File: config.mk
export PLATFORM = sky130hd
export DESIGN_NAME = cd_link_sched_flat
export DESIGN_NICKNAME = d
export VERILOG_FILES = /design/src/rtl/cd_link_sched_if.sv /design/src/rtl/cd_link_sched.sv /design/src/flat_wrapper.sv
export SDC_FILE = /design/constraint.sdc
export NUM_CORES = 1
export LEC_CHECK = 0
export BUFFER_PORTS_ARGS = -buffer_cell sky130_fd_sc_hd__buf_2
export CORE_ASPECT_RATIO = 2
export CORE_MARGIN = 2
export CORE_UTILIZATION = 43
export CTS_BUF_LIST = sky130_fd_sc_hd__clkbuf_4 sky130_fd_sc_hd__clkbuf_8 sky130_fd_sc_hd__clkbuf_16
export DETAILED_ROUTE_END_ITERATION = 8
export GPL_TIMING_DRIVEN = 0
export PLACE_DENSITY = 0.74
export SLEW_MARGIN = 10
export SYNTH_ARGS = -nofsm -noshare
export SYNTH_HDL_FRONTEND = slang
export SYNTH_SLANG_ARGS = --single-unit
export TNS_END_PERCENT = 1
File: constraint.sdc
create_clock -name clk_sys -period 4.95 [get_ports clk_sys]
set_input_delay 0 -clock clk_sys [delete_from_list [all_inputs] [get_ports clk_sys]]
set_output_delay 0 -clock clk_sys [all_outputs]
set_load 0.005 [all_outputs]
File: src/rtl/cd_link_sched_if.sv
// CD link bundle between the scheduler, its two on-core requesters and the
// HPS extension bus. The master side drives requests and incoming HPS
// commands. The slave side is the scheduler itself.
interface cd_link_sched_if;
  logic        req0_valid;
  logic [47:0] req0_data;
  logic        req0_ready;
  logic        req1_valid;
  logic [47:0] req1_data;
  logic        req1_ready;
  logic [48:0] cd_in;
  logic [48:0] cd_out;
  logic        cmd_valid;
  logic [47:0] cmd_data;
  logic        timeout_evt;
  logic        busy;

  modport master (
    output req0_valid, req0_data, req1_valid, req1_data, cd_out,
    input  req0_ready, req1_ready, cd_in, cmd_valid, cmd_data, timeout_evt, busy
  );

  modport slave (
    input  req0_valid, req0_data, req1_valid, req1_data, cd_out,
    output req0_ready, req1_ready, cd_in, cmd_valid, cmd_data, timeout_evt, busy
  );
endinterface

File: src/rtl/cd_link_sched.sv
// CD link message scheduler.
// Round-robin arbitration of two requesters onto the 49-bit cd_in toggle
// channel. Each message is held until the HPS replies with a cd_out toggle
// or until TIMEOUT cycles pass. A GAP idle period follows each message.
// Every cd_out toggle is turned into a one-cycle cmd_valid strobe with the
// command latched on cmd_data.
module cd_link_sched #(
  parameter int unsigned TIMEOUT = 1_000_000,
  parameter int unsigned GAP     = 2
) (
  input  logic            clk_sys,
  input  logic            reset,
  cd_link_sched_if.slave  bus
);

  localparam int unsigned CNT_W = $clog2(TIMEOUT + 1);
  localparam int unsigned GAP_W = $clog2(GAP + 1);
  localparam logic [CNT_W-1:0] CNT_LAST = CNT_W'(TIMEOUT - 1);
  localparam logic [CNT_W-1:0] CNT_MAX  = {CNT_W{1'b1}};
  localparam logic [GAP_W-1:0] GAP_LAST = GAP_W'(GAP - 1);
  localparam logic [GAP_W-1:0] GAP_MAX  = {GAP_W{1'b1}};

  typedef enum logic [1:0] {
    ST_IDLE = 2'd0,
    ST_WAIT = 2'd1,
    ST_GAP  = 2'd2
  } state_t;

  state_t             state_r;
  state_t             state_nx_s;
  logic [CNT_W-1:0]   cnt_r;
  logic [GAP_W-1:0]   gap_cnt_r;
  logic               last_grant_r;
  logic               old_tog_r;
  logic               primed_r;
  logic [48:0]        cd_in_r;
  logic               cmd_valid_r;
  logic [47:0]        cmd_data_r;
  logic               timeout_evt_r;
  logic               busy_r;

  logic               toggle_s;
  logic               xfer_s;
  logic               grant_idx_s;
  logic [47:0]        grant_data_s;
  logic               timeout_s;

  // A cd_out toggle counts only once old_tog holds a real sample.
  assign toggle_s = primed_r & (bus.cd_out[48] ^ old_tog_r);

  // State register.
  always_ff @(posedge clk_sys or posedge reset) begin
    if (reset) begin
      state_r <= ST_IDLE;
    end else begin
      state_r <= state_nx_s;
    end
  end

  // Next state, grant selection and timeout detection.
  always_comb begin
    state_nx_s   = state_r;
    xfer_s       = 1'b0;
    grant_idx_s  = last_grant_r;
    timeout_s    = 1'b0;
    case (state_r)
      ST_IDLE: begin
        if (bus.req0_valid && bus.req1_valid) begin
          // Tie: the requester not served last time wins.
          xfer_s      = 1'b1;
          grant_idx_s = ~last_grant_r;
        end else if (bus.req0_valid) begin
          xfer_s      = 1'b1;
          grant_idx_s = 1'b0;
        end else if (bus.req1_valid) begin
          xfer_s      = 1'b1;
          grant_idx_s = 1'b1;
        end else begin
          xfer_s      = 1'b0;
        end
        if (xfer_s) begin
          state_nx_s = ST_WAIT;
        end else begin
          state_nx_s = ST_IDLE;
        end
      end
      ST_WAIT: begin
        // A reply wins over a simultaneous expiry.
        if (toggle_s) begin
          state_nx_s = ST_GAP;
        end else if (cnt_r == CNT_LAST) begin
          timeout_s  = 1'b1;
          state_nx_s = ST_GAP;
        end else begin
          state_nx_s = ST_WAIT;
        end
      end
      ST_GAP: begin
        if (gap_cnt_r == GAP_LAST) begin
          state_nx_s = ST_IDLE;
        end else begin
          state_nx_s = ST_GAP;
        end
      end
      default: begin
        state_nx_s = ST_IDLE;
      end
    endcase
  end

  // Payload of the granted requester.
  always_comb begin
    grant_data_s = bus.req0_data;
    if (grant_idx_s) begin
      grant_data_s = bus.req1_data;
    end else begin
      grant_data_s = bus.req0_data;
    end
  end

  // Ready is combinational so the transfer completes on the grant edge.
  // It is held low while reset is asserted.
  assign bus.req0_ready = xfer_s & ~grant_idx_s & ~reset;
  assign bus.req1_ready = xfer_s &  grant_idx_s & ~reset;

  // WAIT cycle counter. It is cleared on transfer and saturates.
  always_ff @(posedge clk_sys or posedge reset) begin
    if (reset) begin
      cnt_r <= '0;
    end else if (xfer_s) begin
      cnt_r <= '0;
    end else if ((state_r == ST_WAIT) && (cnt_r != CNT_MAX)) begin
      cnt_r <= cnt_r + 1'b1;
    end else begin
      cnt_r <= cnt_r;
    end
  end

  // GAP cycle counter. It sits at zero outside GAP.
  always_ff @(posedge clk_sys or posedge reset) begin
    if (reset) begin
      gap_cnt_r <= '0;
    end else if (state_r != ST_GAP) begin
      gap_cnt_r <= '0;
    end else if (gap_cnt_r != GAP_MAX) begin
      gap_cnt_r <= gap_cnt_r + 1'b1;
    end else begin
      gap_cnt_r <= gap_cnt_r;
    end
  end

  // Outgoing message register and round-robin memory.
  always_ff @(posedge clk_sys or posedge reset) begin
    if (reset) begin
      cd_in_r      <= 49'd0;
      last_grant_r <= 1'b1;
    end else if (xfer_s) begin
      cd_in_r      <= {~cd_in_r[48], grant_data_s};
      last_grant_r <= grant_idx_s;
    end else begin
      cd_in_r      <= cd_in_r;
      last_grant_r <= last_grant_r;
    end
  end

  // Incoming command decode. This runs in every state.
  always_ff @(posedge clk_sys or posedge reset) begin
    if (reset) begin
      old_tog_r   <= 1'b0;
      primed_r    <= 1'b0;
      cmd_valid_r <= 1'b0;
      cmd_data_r  <= 48'd0;
    end else begin
      old_tog_r   <= bus.cd_out[48];
      primed_r    <= 1'b1;
      cmd_valid_r <= toggle_s;
      if (toggle_s) begin
        cmd_data_r <= bus.cd_out[47:0];
      end else begin
        cmd_data_r <= cmd_data_r;
      end
    end
  end

  // Registered status strobes. busy follows the state register.
  always_ff @(posedge clk_sys or posedge reset) begin
    if (reset) begin
      timeout_evt_r <= 1'b0;
      busy_r        <= 1'b0;
    end else begin
      timeout_evt_r <= timeout_s;
      busy_r        <= (state_nx_s != ST_IDLE);
    end
  end

  assign bus.cd_in       = cd_in_r;
  assign bus.cmd_valid   = cmd_valid_r;
  assign bus.cmd_data    = cmd_data_r;
  assign bus.timeout_evt = timeout_evt_r;
  assign bus.busy        = busy_r;

endmodule

File: src/flat_wrapper.sv
// flat-port wrapper written by rule: the top's interface ports become plain ports
module cd_link_sched_flat 
#(
  parameter int unsigned TIMEOUT = 1_000_000,
  parameter int unsigned GAP     = 2
)
  (clk_sys, reset, bus_req0_valid, bus_req0_data, bus_req1_valid, bus_req1_data, bus_cd_out, bus_req0_ready, bus_req1_ready, bus_cd_in, bus_cmd_valid, bus_cmd_data, bus_timeout_evt, bus_busy);
  cd_link_sched_if bus_i ();
  input  logic clk_sys;
  input  logic reset;
  input wire logic [$bits(bus_i.req0_valid)-1:0] bus_req0_valid;
  input wire logic [$bits(bus_i.req0_data)-1:0] bus_req0_data;
  input wire logic [$bits(bus_i.req1_valid)-1:0] bus_req1_valid;
  input wire logic [$bits(bus_i.req1_data)-1:0] bus_req1_data;
  input wire logic [$bits(bus_i.cd_out)-1:0] bus_cd_out;
  output wire logic [$bits(bus_i.req0_ready)-1:0] bus_req0_ready;
  output wire logic [$bits(bus_i.req1_ready)-1:0] bus_req1_ready;
  output wire logic [$bits(bus_i.cd_in)-1:0] bus_cd_in;
  output wire logic [$bits(bus_i.cmd_valid)-1:0] bus_cmd_valid;
  output wire logic [$bits(bus_i.cmd_data)-1:0] bus_cmd_data;
  output wire logic [$bits(bus_i.timeout_evt)-1:0] bus_timeout_evt;
  output wire logic [$bits(bus_i.busy)-1:0] bus_busy;
  assign bus_i.req0_valid = bus_req0_valid;
  assign bus_i.req0_data = bus_req0_data;
  assign bus_i.req1_valid = bus_req1_valid;
  assign bus_i.req1_data = bus_req1_data;
  assign bus_i.cd_out = bus_cd_out;
  assign bus_req0_ready = bus_i.req0_ready;
  assign bus_req1_ready = bus_i.req1_ready;
  assign bus_cd_in = bus_i.cd_in;
  assign bus_cmd_valid = bus_i.cmd_valid;
  assign bus_cmd_data = bus_i.cmd_data;
  assign bus_timeout_evt = bus_i.timeout_evt;
  assign bus_busy = bus_i.busy;
  cd_link_sched #(.TIMEOUT(TIMEOUT), .GAP(GAP)) u_core (.clk_sys(clk_sys), .reset(reset), .bus(bus_i));
endmodule
==> flow_summary.yaml, run 1 <==
drt:
  vias_per_cell: 5.37
  routed_wl_mm: 19.9
  remaining_drc_errors: 0
  drtPass1Iterations: 4
  detail-route-antenna-nets: 0
  vias: 6003
  drt_iter0_markers: 305
  drt-wirelength-per-cell_microns: 17.8
synthesis:
  synth_cells: 538
  post_synth_num_cell_types: 47
  syn_avg_cell_area_sq_um: 10.2
  yosys_register_bits: 127
  synth_fp_nets: 690
  netlist_area_sq_mm: 0.00548
  synth_top_flop_cell: "dfrtp_1"
  synthArstFlopShare: 1.00
  synth_edf_count: 0
  ys.warnings.count: 0
  synth-seq-area-share: 0.580
critical_path:
  worstPathRequired_ns: 5.23
  cp-end-kind: "register"
  path_class: "reg -> reg"
  path_max_fanout: 10
  startpoint_type: "register"
  crit_arrival_ns: 3.16
clock_network:
  cts_max_level: 4
  clk_pin_slew_ns: 0.06
  root_buffer: "clkbuf_16"
  clkLatencyLatePin_ns: 0.41
  post_cts_buffers: 0
  cts.sinks: 127
  clockBufferDepth: 2
  cts_resized: 0
  cts_inserted_buffers: 17
  cts_tree: "yes"
floorplanning:
  rows: 58
  start_util: 0.439
  dieArea_sq_mm: 0.0137
  core_sq_mm: 0.0125
  die_w_microns: 83.8
  die_y_microns: 164
  pin_count: 251
sta:
  final_max_slew_viol_count: 0
  worst_pin_slew_ns: 0.657
  rsz0062_at_grt: "no"
  final.period_utilization: 0.581
  hold_violations: 0
  setup_violations: 0
  final.setup.tns_ns: 0
  clock.fmax_mhz: 348
  period_needed_ns: 2.88
  fin_skew_ns: 0.00793
  slew_headroom: 0.562
final_layout:
  n_fill_cell: 812
  mostFrequentLayoutCells: "buf_2, nand2_1, dlygate4sd3_1"
  area_growth_syn_to_layout_pct: 65.5
  fin_area_sq_mm: 0.00907
  insertedDiodeCount: 0
  final_common_cell: "buf_2"
  drive_gt1_frac: 0.307
  nets: 1107
run_status:
  status: "finished, final reports clean"
placement:
  portBuffers: 250
  postPlaceCellArea_sq_mm: 0.00695
  dp_hpwl_mm: 12.2
  place_congestion: 0.888
job:
  maxCapViolCount: 0
pwr:
  switchingPower_mw: 1.59
  power.density_mw_per_mm2: 543
  cell_internal_pwr_mw: 3.33
  swShare: 0.323
  combPwrFrac: 0.402
  power_frac_clock: 0.276
  pwr-share-seq: 0.322
  peakVddDrop_mv: 0.415
  power.leakage_nw: 5.00
global_route:
  grt_pass1_vias: 6517
  antenna_found_initial: 0
  grt_pass1_wl_mm: 32.0
  grt_max_degree: 71
  grt.overflow.total: 0
  gr-usage-all-layers: 0.294
worst_hold_path:
  hold_path_class: "in -> reg"
[Yosys cell counts (2+ instances only)]
| cell | n | area share |
|---|---|---|
| dfrtp_1 | 126 | 0.58 |
| xor2_1 | 2 | 0.0032 |
| nor3_1 | 9 | 0.0082 |
| a21o_1 | 52 | 0.071 |
| o21ai_0 | 15 | 0.014 |
| nand4_1 | 7 | 0.0080 |
| a31oi_1 | 5 | 0.0057 |
| nand3_1 | 8 | 0.0073 |
| inv_1 | 4 | 0.0027 |
| nor2_1 | 11 | 0.0075 |
| ha_1 | 3 | 0.0068 |
| a21oi_1 | 10 | 0.0091 |
| clkbuf_1 | 23 | 0.016 |
| nand3_2 | 2 | 0.0037 |
| nand2b_1 | 4 | 0.0046 |
| or3_1 | 2 | 0.0023 |
| nand2_1 | 162 | 0.11 |
| xnor2_1 | 3 | 0.0048 |
| and3_1 | 3 | 0.0034 |
| and2_1 | 2 | 0.0023 |
| nor4_1 | 3 | 0.0034 |
| a211o_1 | 2 | 0.0032 |
| buf_1 | 4 | 0.0027 |
| o21a_1 | 2 | 0.0027 |
| or2_2 | 2 | 0.0023 |
| a22o_1 | 51 | 0.081 |
[sequential cells by signal, summed over array words and instances (netlist names)]
name,flops
u_core.gap_cnt_r,2
u_core.bus.cmd_data,48
u_core.bus.busy,1
u_core.bus.timeout_evt,1
u_core.state_r,2
u_core.primed_r,1
u_core.old_tog_r,1
u_core.last_grant_r,1
u_core.bus.cmd_valid,1
u_core.bus.cd_in,49
u_core.cnt_r,20
[power groups by stage]
stage	sequential, mW	combinational [mW]	clock, mW
after floorplan	1.58	0.843	0
after global placement	1.55	1.41	0
after detailed placement	1.57	1.46	0
after CTS	1.56	1.90	1.38
after global routing	1.62	2.15	1.42
final	1.59	1.98	1.36
[layout make-up]
| cell class | count | area (sq um) | share of cell area |
|---|---|---|---|
| plain buffers | 30 | 125 | 0.0138 |
| clock buffers | 18 | 433 | 0.0477 |
| clock inverters | 13 | 213 | 0.0235 |
| inverters | 5 | 23.8 | 0.00262 |
| multi-input cells | 376 | 2160 | 0.238 |
| flip-flops and latches | 127 | 3180 | 0.351 |
| well taps | 150 | 188 | 0.0207 |
| repair buffers | 398 | 2750 | 0.303 |
[final timing paths]
check	endpoint	slack, ns	startpoint	depth (start not counted)
max in group asynchronous	u_core.bus.cmd_data[44]	3.97	reset	4
max	u_core.bus.cd_in[9]	2.07	u_core.state_r[0]	8
min	u_core.last_grant_r	0.04	bus_req0_valid	4
min reg2reg	u_core.bus.cmd_data[25]	0.47	u_core.bus.cmd_data[25]	2
max reg2reg	u_core.bus.cd_in[9]	2.07	u_core.state_r[0]	8
min in group asynchronous	u_core.bus.cd_in[11]	0.24	reset	3
[critical path: stages, from the launching register on]
cell and delay (ns):
dfrtp_1 0.40, nor2_1 0.23, nand2_1 0.10, a21oi_1 0.42
nor2_1 0.17, clkbuf_1 0.29, clkbuf_1 0.30, a21o_1 0.25
dlygate4sd3_1 0.59
[per-stage QoR]
stage	util	total power [mW]	std cells	hold slack, ns	worst slack, ns
6_report	0.727	4.92	1117	0.0429	2.07
4_1_cts	0.727	4.85	1117	0.0323	2.21
5_1_grt	0.727	5.18	1117	0.0971	1.91
3_3_place_gp	0.554	2.96	938	0.134	0.270
3_5_place_dp	0.557	3.04	939	0.143	2.77
2_1_floorplan	-	2.42	538	0.0314	1.56
[repair_timing]
item	4_1_cts	5_1_grt
hold buffers	147	0
endpoints found under the setup margin	0	0
endpoints found under the hold margin	165	0
[per-layer routing]
layer  wire (microns)  track usage  up-vias
li1                 -            -     2702
met1             6910        0.298     2882
met2            10500        0.539      351
met3             1470       0.0718       68
met4              989        0.174        0
met5                0            0        -
[cell families (layout without fill, tap and decap cells)]
| logic type | Yosys count | in the layout | synth area share |
|---|---|---|---|
| AOI/OAI and AO/OA | 142 | 142 | 0.195 |
| xor gates and xnor gates | 5 | 5 | 0.00799 |
| adders and majority gates | 3 | 3 | 0.00685 |
| buffers and inverters | 35 | 464 | 0.0262 |
| DFF | 127 | 127 | 0.580 |
| muxes | 1 | 1 | 0.00183 |
| other | 1 | 1 | 0.000684 |
| and+or+nand+nor | 224 | 224 | 0.182 |
Power figures use the tool's default switching activity.
==> run 2, diff against run 1 <==
--- a/config.mk
+++ b/config.mk
@@ -8,11 +8,11 @@
 export BUFFER_PORTS_ARGS = -buffer_cell sky130_fd_sc_hd__buf_2
 export CORE_ASPECT_RATIO = 2
 export CORE_MARGIN = 2
-export CORE_UTILIZATION = 43
+export CORE_UTILIZATION = 42
 export CTS_BUF_LIST = sky130_fd_sc_hd__clkbuf_4 sky130_fd_sc_hd__clkbuf_8 sky130_fd_sc_hd__clkbuf_16
 export DETAILED_ROUTE_END_ITERATION = 8
 export GPL_TIMING_DRIVEN = 0
-export PLACE_DENSITY = 0.74
+export PLACE_DENSITY = 0.76
 export SLEW_MARGIN = 10
 export SYNTH_ARGS = -nofsm -noshare
 export SYNTH_HDL_FRONTEND = slang
==> constraint.sdc (replaced) <==
create_clock -name clk_sys -period 2.62 [get_ports clk_sys]
set_input_delay 0 -clock clk_sys [delete_from_list [all_inputs] [get_ports clk_sys]]
set_output_delay 0 -clock clk_sys [all_outputs]
set_load 0.005 [all_outputs]
==> flow_summary.yaml, run 2 (synthesis gave the netlist of run 1 again) <==
run_status:
  status: "finished, final reports clean"
global_route:
  grt_pass1_wl_mm: 31.4
  gr-usage-all-layers: 0.285
  grt_max_degree: 40
  antenna_found_initial: 0
  grt.overflow.total: 0
  grt_pass1_vias: 6283
floorplanning:
  die_w_microns: 84.8
  die_y_microns: 166
  pin_count: 251
  start_util: 0.427
  dieArea_sq_mm: 0.0140
  core_sq_mm: 0.0128
  rows: 59
critical_path:
  path_class: "reg -> out"
  worstPathRequired_ns: 2.62
  r2r-start: "u_core.state_r[1]"
  startpoint_type: "register"
  cp-end-kind: "output port"
  crit_arrival_ns: 2.30
  crit_start: "u_core.state_r[1]"
  r2r_cells: 7
  path_max_fanout: 10
sta:
  hold_violations: 0
  rsz0062_at_grt: "no"
  clock.fmax_mhz: 434
  final.setup.tns_ns: 0
  final_max_slew_viol_count: 0
  setup_violations: 0
  slew_headroom: 0.598
  worst_pin_slew_ns: 0.602
  final.period_utilization: 0.879
  period_needed_ns: 2.30
  fin_skew_ns: 0.0100
job:
  maxCapViolCount: 0
worst_hold_path:
  min_path_cells: 3
  hold_path_class: "in -> reg"
  hold_start: "bus_req0_valid"
clock_network:
  cts_tree: "yes"
  clkLatencyLatePin_ns: 0.41
  cts_max_level: 4
  cts_inserted_buffers: 17
  root_buffer: "clkbuf_16"
  clk_pin_slew_ns: 0.05
  clockBufferDepth: 2
  cts.sinks: 127
drt:
  remaining_drc_errors: 0
  drt-wirelength-per-cell_microns: 17.7
  vias: 5956
  vias_per_cell: 5.30
  routed_wl_mm: 19.8
  drtPass1Iterations: 6
  drt_iter0_markers: 487
  detail-route-antenna-nets: 0
pwr:
  cell_internal_pwr_mw: 5.53
  power_frac_clock: 0.282
  power.leakage_nw: 4.96
  total_power_mw: 8.37
  power.density_mw_per_mm2: 924
  peakVddDrop_mv: 0.679
  combPwrFrac: 0.361
  switchingPower_mw: 2.84
  swShare: 0.340
  pwr-share-seq: 0.357
placement:
  portBuffers: 250
  dp_hpwl_mm: 11.2
  place_congestion: 0.819
  postPlaceCellArea_sq_mm: 0.00699
  dp_cells: 943
final_layout:
  largest_reg_flops: 49
  fin_util: 0.705
  final_common_cell: "buf_2"
  nets: 1110
  drive_gt1_frac: 0.309
  mostFrequentLayoutCells: "buf_2, nand2_1, dlygate4sd3_1"
  n_fill_cell: 887
  area_growth_syn_to_layout_pct: 65.3
  fin_area_sq_mm: 0.00906
  final-instance-count-excl-fill: 1123
## run 2: timing repair
action | in CTS | in global routing
endpoints found under the setup margin | 0 | 22
buffers inserted | 0 | 0
hold buffers | 148 | 0
hold endpoints to repair | 118 | 0
gates resized for setup | 0 | 2
## run 2: power by group through the flow
stage | clock (mW) | sequential [mW] | combinational, mW
floorplan | 0 | 2.98 | 1.59
global placement | 0 | 2.94 | 2.63
detailed placement | 0 | 2.95 | 2.71
CTS | 2.38 | 2.94 | 2.91
global route | 2.46 | 3.05 | 3.34
finish | 2.36 | 2.99 | 3.02
## run 2: worst paths after layout
kind | end | slack (ns)
worst max-delay path | bus_req1_ready | 0.32
worst min-delay path | u_core.cnt_r[14] | 0.09
worst max register to register | u_core.bus.cd_in[14] | 0.42
worst min register to register | u_core.bus.cmd_data[38] | 0.47
max in group asynchronous | u_core.bus.cmd_data[29] | 1.80
min in group asynchronous | u_core.bus.cd_in[48] | 0.23
## run 2: area by class of cell
type	instances	area, sq um	area share
Sequential cell	127	3180	0.351
Timing Repair Buffer	401	2790	0.308
Multi-Input combinational cell	376	2160	0.239
Clock buffer	22	475	0.0525
Tap cell	152	190	0.0210
Buffer	30	125	0.0138
Clock inverter	9	110	0.0122
Inverter	5	22.5	0.00249
Antenna cell	1	2.50	0.000276
## run 2: critical path: stages, from the launching register on
cell and delay, ns:
dfrtp_1 0.40, nor2_1 0.25, nand2_1 0.14, a21oi_2 0.31, buf_1 0.48, and2_1 0.21
buf_2 0.11
## run 2: metal layers
layer / wire [microns] / part of all wire / vias to the layer above / track usage
met5: 0 / 0 / - / 0
met1: 7330 / 0.37 / 2866 / 0.325
li1: - / - / 2713 / -
met2: 10400 / 0.53 / 309 / 0.495
met4: 759 / 0.038 / 0 / 0.132
met3: 1300 / 0.066 / 68 / 0.0721
## run 2: per-stage QoR
step	setup WS, ns	hold slack [ns]
4_1_cts	0.143	0.0475
5_1_grt	0.108	0.108
3_5_place_dp	0.272	0.114
2_1_floorplan	0.375	0.0314
6_report	0.316	0.0921
3_3_place_gp	-0.679	0.139
